File: src/rtl/uart_pkg.sv
// uart_pkg: shared UART receive definitions.
//   rx_state_e        receiver FSM state encoding (2-bit)
//   DATA_BITS         payload bits per frame
//   FRAME_BITS        start + data + stop bits
//   DEF_CLKS_PER_BIT  default bit period in clock cycles
//   majority3()       2-of-3 vote used by the optional line filter
package uart_pkg;

  typedef enum logic [1:0] {
    RX_IDLE  = 2'd0,
    RX_START = 2'd1,
    RX_DATA  = 2'd2,
    RX_STOP  = 2'd3
  } rx_state_e;

  localparam int unsigned DATA_BITS        = 8;
  localparam int unsigned FRAME_BITS       = 10;
  localparam int unsigned DEF_CLKS_PER_BIT = 8;

  function automatic logic majority3(input logic a, input logic b, input logic c);
    return (a & b) | (a & c) | (b & c);
  endfunction

endpackage

File: src/rtl/uart_rx_sync.sv
// uart_rx_sync: brings the asynchronous UART line into the clk domain.
//   clk_i     system clock
//   rst_i     synchronous active-high reset (flops preset to line-idle 1)
//   rx_i      raw asynchronous serial input
//   rx_s_o    2-flop synchronised line, used for start-edge detection
//   sample_o  value the FSM uses on a sample tick
// Build option UART_RX_MAJORITY_EN: sample_o is the majority of rx_s over
// the current and two previous cycles; otherwise sample_o is rx_s itself.
module uart_rx_sync
  import uart_pkg::*;
(
  input  logic clk_i,
  input  logic rst_i,
  input  logic rx_i,
  output logic rx_s_o,
  output logic sample_o
);

  logic meta_q;
  logic sync_q;

  always_ff @(posedge clk_i) begin
    if (rst_i) begin
      meta_q <= 1'b1;
      sync_q <= 1'b1;
    end else begin
      meta_q <= rx_i;
      sync_q <= meta_q;
    end
  end

  assign rx_s_o = sync_q;

`ifdef UART_RX_MAJORITY_EN
  // hist_q[0] = rx_s one cycle ago, hist_q[1] = two cycles ago.
  logic [1:0] hist_q;

  always_ff @(posedge clk_i) begin
    if (rst_i) begin
      hist_q <= '1;
    end else begin
      hist_q <= {hist_q[0], sync_q};
    end
  end

  assign sample_o = majority3(sync_q, hist_q[0], hist_q[1]);
`else
  assign sample_o = sync_q;
`endif

endmodule

File: src/rtl/uart_receiver.sv
// uart_receiver: 8N1 UART receiver, LSB first, CLKS_PER_BIT cycles per bit.
//   clk        system clock
//   rst        synchronous active-high reset; aborts any frame silently
//   rx         asynchronous serial input, idles high
//   rx_data    last correctly framed byte, held until the next good frame
//   rx_valid   one-cycle pulse: rx_data was just updated
//   frame_err  one-cycle pulse: stop bit sampled low
//   rx_busy    high whenever the FSM is not idle
// Build option UART_RX_MAJORITY_EN enables 3-sample majority filtering in
// uart_rx_sync; sample-tick timing is the same either way.
module uart_receiver
  import uart_pkg::*;
#(
  parameter int unsigned CLKS_PER_BIT = DEF_CLKS_PER_BIT
) (
  input  logic       clk,
  input  logic       rst,
  input  logic       rx,
  output logic [7:0] rx_data,
  output logic       rx_valid,
  output logic       frame_err,
  output logic       rx_busy
);

  localparam int unsigned HALF_BIT = CLKS_PER_BIT / 2;
  localparam int unsigned CNT_W    = $clog2(CLKS_PER_BIT);
  localparam logic [CNT_W-1:0] HALF_LAST = CNT_W'(HALF_BIT - 1);
  localparam logic [CNT_W-1:0] BIT_LAST  = CNT_W'(CLKS_PER_BIT - 1);

  logic rx_s;
  logic sample;

  uart_rx_sync u_sync (
    .clk_i    (clk),
    .rst_i    (rst),
    .rx_i     (rx),
    .rx_s_o   (rx_s),
    .sample_o (sample)
  );

  rx_state_e            state_q,     state_d;
  logic [CNT_W-1:0]     clk_count_q, clk_count_d;
  logic [2:0]           bit_count_q, bit_count_d;
  logic [DATA_BITS-1:0] shreg_q,     shreg_d;
  logic [DATA_BITS-1:0] rx_data_q,   rx_data_d;
  logic                 armed_q,     armed_d;
  logic                 rx_valid_q,  rx_valid_d;
  logic                 frame_err_q, frame_err_d;

  always_ff @(posedge clk) begin
    if (rst) begin
      state_q     <= RX_IDLE;
      clk_count_q <= '0;
      bit_count_q <= '0;
      shreg_q     <= '0;
      rx_data_q   <= '0;
      armed_q     <= 1'b0;
      rx_valid_q  <= 1'b0;
      frame_err_q <= 1'b0;
    end else begin
      state_q     <= state_d;
      clk_count_q <= clk_count_d;
      bit_count_q <= bit_count_d;
      shreg_q     <= shreg_d;
      rx_data_q   <= rx_data_d;
      armed_q     <= armed_d;
      rx_valid_q  <= rx_valid_d;
      frame_err_q <= frame_err_d;
    end
  end

  always_comb begin
    state_d     = state_q;
    clk_count_d = clk_count_q + 1'b1;
    bit_count_d = bit_count_q;
    shreg_d     = shreg_q;
    rx_data_d   = rx_data_q;
    armed_d     = armed_q;
    rx_valid_d  = 1'b0;
    frame_err_d = 1'b0;

    unique case (state_q)
      RX_IDLE: begin
        clk_count_d = '0;
        // armed must see the line high first, so a held break or the tail
        // of a bad frame cannot start a new frame.
        if (rx_s) begin
          armed_d = 1'b1;
        end
        if (armed_q && !rx_s) begin
          state_d = RX_START;
        end
      end
      RX_START: begin
        if (clk_count_q == HALF_LAST) begin
          clk_count_d = '0;
          if (!sample) begin
            state_d     = RX_DATA;
            bit_count_d = '0;
          end else begin
            state_d = RX_IDLE;
          end
        end
      end
      RX_DATA: begin
        if (clk_count_q == BIT_LAST) begin
          clk_count_d = '0;
          shreg_d     = {sample, shreg_q[DATA_BITS-1:1]};
          bit_count_d = bit_count_q + 3'd1;
          if (bit_count_q == 3'd7) begin
            state_d = RX_STOP;
          end
        end
      end
      RX_STOP: begin
        if (clk_count_q == BIT_LAST) begin
          clk_count_d = '0;
          state_d     = RX_IDLE;
          if (sample) begin
            rx_data_d  = shreg_q;
            rx_valid_d = 1'b1;
          end else begin
            frame_err_d = 1'b1;
            armed_d     = 1'b0;
          end
        end
      end
      default: state_d = RX_IDLE;
    endcase
  end

  always_comb begin
    rx_data   = rx_data_q;
    rx_valid  = rx_valid_q;
    frame_err = frame_err_q;
    rx_busy   = (state_q != RX_IDLE);
  end

endmodule

File: config.mk
export PLATFORM = sky130hd
export DESIGN_NAME = uart_receiver
export DESIGN_NICKNAME = d
export VERILOG_FILES = /design/src/rtl/uart_pkg.sv /design/src/rtl/uart_rx_sync.sv /design/src/rtl/uart_receiver.sv
export SDC_FILE = /design/constraint.sdc
export NUM_CORES = 1
export LEC_CHECK = 0
export ABC_AREA = 1
export CORE_ASPECT_RATIO = 0.75
export CORE_UTILIZATION = 25
export DETAILED_ROUTE_END_ITERATION = 10
export MAX_ROUTING_LAYER = met4
export PLACE_DENSITY_LB_ADDON = 0.25
export SLEW_MARGIN = 20
export SYNTH_ARGS = -nofsm -noshare
export SYNTH_HDL_FRONTEND = slang
export SYNTH_SLANG_ARGS = --single-unit
File: constraint.sdc
create_clock -name clk -period 1.2 [get_ports clk]
set_input_delay 0.12 -clock clk [delete_from_list [all_inputs] [get_ports clk]]
set_output_delay 0.12 -clock clk [all_outputs]
set_load 0.02 [all_outputs]
==> impl_metrics.tcl <==
set metrics [dict create \
    fin_crit_sh_pct 101 \
    synth_seq_cells 29 \
    die-area_mm2 0.00494 \
    crit_fanout 3 \
    synth.area.top_cells "dfxtp_1 50%, nor2_1 13%, o21ai_0 7.7%" \
    die_h_um 61.1 \
    ys_warn_count 0 \
    nets 188 \
    num_vias 979 \
    slew_headroom_pct 79.8 \
    num_antenna_cells 0 \
    power_leakage_uw 0.000758 \
    cpMaxStageDelayCell "dfxtp_2" \
    synth_edf_count 0 \
    yosysTopAreaCell "dfxtp_1" \
    rows 21 \
    cts_num_sinks 29 \
    antenna_found_initial 0 \
    cts.clk_slew.worst_paths_ps 60 \
    synth_most_common_cell "nor2_1" \
    cts_hold_buffers 0 \
    critical_path_class "flip-flop to flip-flop" \
    syn_avg_cell_area_um2 7.77 \
    synthTopCellsByCount "40 x nor2_1, 29 x dfxtp_1, 18 x nand2_1, 18 x o21ai_0, 11 x inv_1" \
    slowest_delay_ps 350 \
    clockBufferDepth 2 \
    drt-total-wl_um 2520 \
    first_global_vias 897 \
    slew_violations 0 \
    rsz0062_at_grt "true" \
    gp_congestion 0.785 \
    cts_made_buffers 5 \
    drt-initial-drc-count 42 \
    postSynthNetCount 158 \
    setup_violations 1 \
    startpoint_type "flip-flop" \
    synthesis.area_mm2 0.00116 \
    syn_to_final_growth_pct 51.7 \
    initial_core_util_pct 26.1 \
    hp-class "input port to flip-flop" \
    end_kind "flip-flop" \
    fin_ws_ps -7.59 \
    cp_cell_sequence "ha_4, ha_4, inv_2, nand3_2, nand2_2, nor2_4, nand3_2, nand2_2, a21oi_2" \
    htree_levels 2 \
    cts_tree "yes" \
    arrival_ps 1380 \
    grt_pass1_wl_um 4050 \
    drv_cap 0 \
    synth_top_flop_cell "dfxtp_1" \
    synth_top_area_share_pct 49.8 \
    fin_skew_ps 6.75 \
    violations "DRC, setup timing" \
    grt_max_degree 20 \
    placed_area_mm2 0.00144 \
    dpl.hpwl_um 1680 \
    finalHoldViolCount 0 \
    cp.required_ps 1370 \
    fmax_mhz 828 \
    fillerInstances 449 \
    status "finished with violations" \
    async_reset_ff_share_pct 0 \
    core_mm2 0.00447 \
    vias_per_cell 4.13 \
    root_buffer "clkbuf_8" \
    wl_per_cell_um 10.6 \
    netlist_instances 150 \
    fin_util_pct 39.6 \
    grt.total_usage_pct 11.7 \
    power_density_mw_per_mm2 1160 \
    reg2regPathDepth 9 \
    fp.dieW_um 80.8 \
    r2r_slack_ps -8 \
    yosysSeqAreaShare_pct 49.8 \
    synth_cell_types 21 \
    drc 2 \
    holdWs_ps 403 \
    port-buffer-count 13 \
    finalCriticalPeriod_ps 1210 \
    antenna_left 0 \
    ios 14 \
    worst_pin_slew_ps 303 \
    design_area_mm2 0.00177 \
    peakVddDrop_mv 0.529 \
    drive_above_1_share_pct 42.2 \
    hold_depth 2 \
    clk_latency_ps 270 \
    drtPass1Iterations 7 \
    overflow 0 \
]
-- layout by cell type (no fill, tap or decap), types with 2 or more instances in the layout --
cell type        count
a21oi_1              2
a21oi_2              5
buf_12               2
buf_4                9
buf_6                2
clkbuf_8             6
clkdlybuf4s50_1      2
dfxtp_1             24
dfxtp_2              2
dfxtp_4              3
dlygate4sd2_1       10
ha_4                 5
inv_1                8
inv_2                2
inv_4                4
inv_6                2
nand2_1             10
nand2_2              8
nand2_4              3
nand3_2              2
nor2_1              37
nor2_2               2
nor2_4               3
o21ai_1              7
o21ai_2             10
or2_2                2
-- flip-flops by register name (all words and copies together) (netlist names), 3 cells and up, named ones only --
signal	flops
clk_count_q	3
bit_count_q	3
rx_data	8
shreg_q	8
-- worst paths after layout --
kind	startpoint	endpoint
worst max-delay path	bit_count_q[1]	flip-flop
worst min register to register	u_sync.meta_q	u_sync.rx_s_o
worst min-delay path	rx	u_sync.meta_q
worst max register to register	bit_count_q[1]	flip-flop
-- logic make-up (layout without fill, tap and decap cells) --
| kind of cell | Yosys count | after routing | synth area share, % |
|---|---|---|---|
| buffers and inverters | 19 | 49 | 6.87 |
| adder cells (fa/ha/maj) | 5 | 5 | 5.37 |
| AO/OA/AOI/OAI | 27 | 27 | 12.4 |
| AND/OR/NAND/NOR | 70 | 70 | 25.6 |
| flip-flops | 29 | 29 | 49.8 |
-- critical path, delay by kind of cell (launching register included) --
| kind | cells | cell delay, ps |
|---|---|---|
| compound gates | 1 | 40 |
| fa+ha+maj | 2 | 260 |
| buf+inv | 1 | 30 |
| simple gates | 5 | 410 |
| flops | 1 | 350 |
-- stage by stage --
step	cells	setup WS [ps]	total power [µW]	setup TNS, ps
after detailed placement	225	-109	1210	-1350
after global placement	225	-116	1220	-1070
after floorplan	150	5.77	1130	0
after CTS	233	-43.6	2020	-397
final	237	-7.59	2040	-7.59
after global routing	237	-86.4	2130	-847
-- layer usage --
| metal | GRT usage [%] | vias up | routed length, µm |
|---|---|---|---|
| li1 | - | 534 | - |
| met1 | 15.9 | 425 | 1380 |
| met2 | 15.7 | 16 | 1030 |
| met3 | 3.11 | 4 | 74 |
| met4 | 6.12 | 0 | 38 |
| met5 | - | - | 0 |
-- power by group --
part | internal [µW] | switching [µW]
logic | 111 | 133
clock network | 454 | 335
registers | 984 | 28.4
-- cell type report --
class                   count  area (µm²)  area share (%)
flip-flops and latches     29         594            33.6
multi-input cells         102         692            39.2
repair buffers             26         243            13.7
well taps                  57        71.3            4.04
clock buffers               7        86.3            4.89
inverters                  16        80.1            4.53
-- what timing repair did --
action | 4_1_cts | 5_1_grt
endpoints found under the setup margin | 33 | 25
buffers inserted | 1 | 4
pin swaps | 11 | 14
gates resized for setup | 36 | 57
Note: power is estimated with default switching activity, not from simulation.
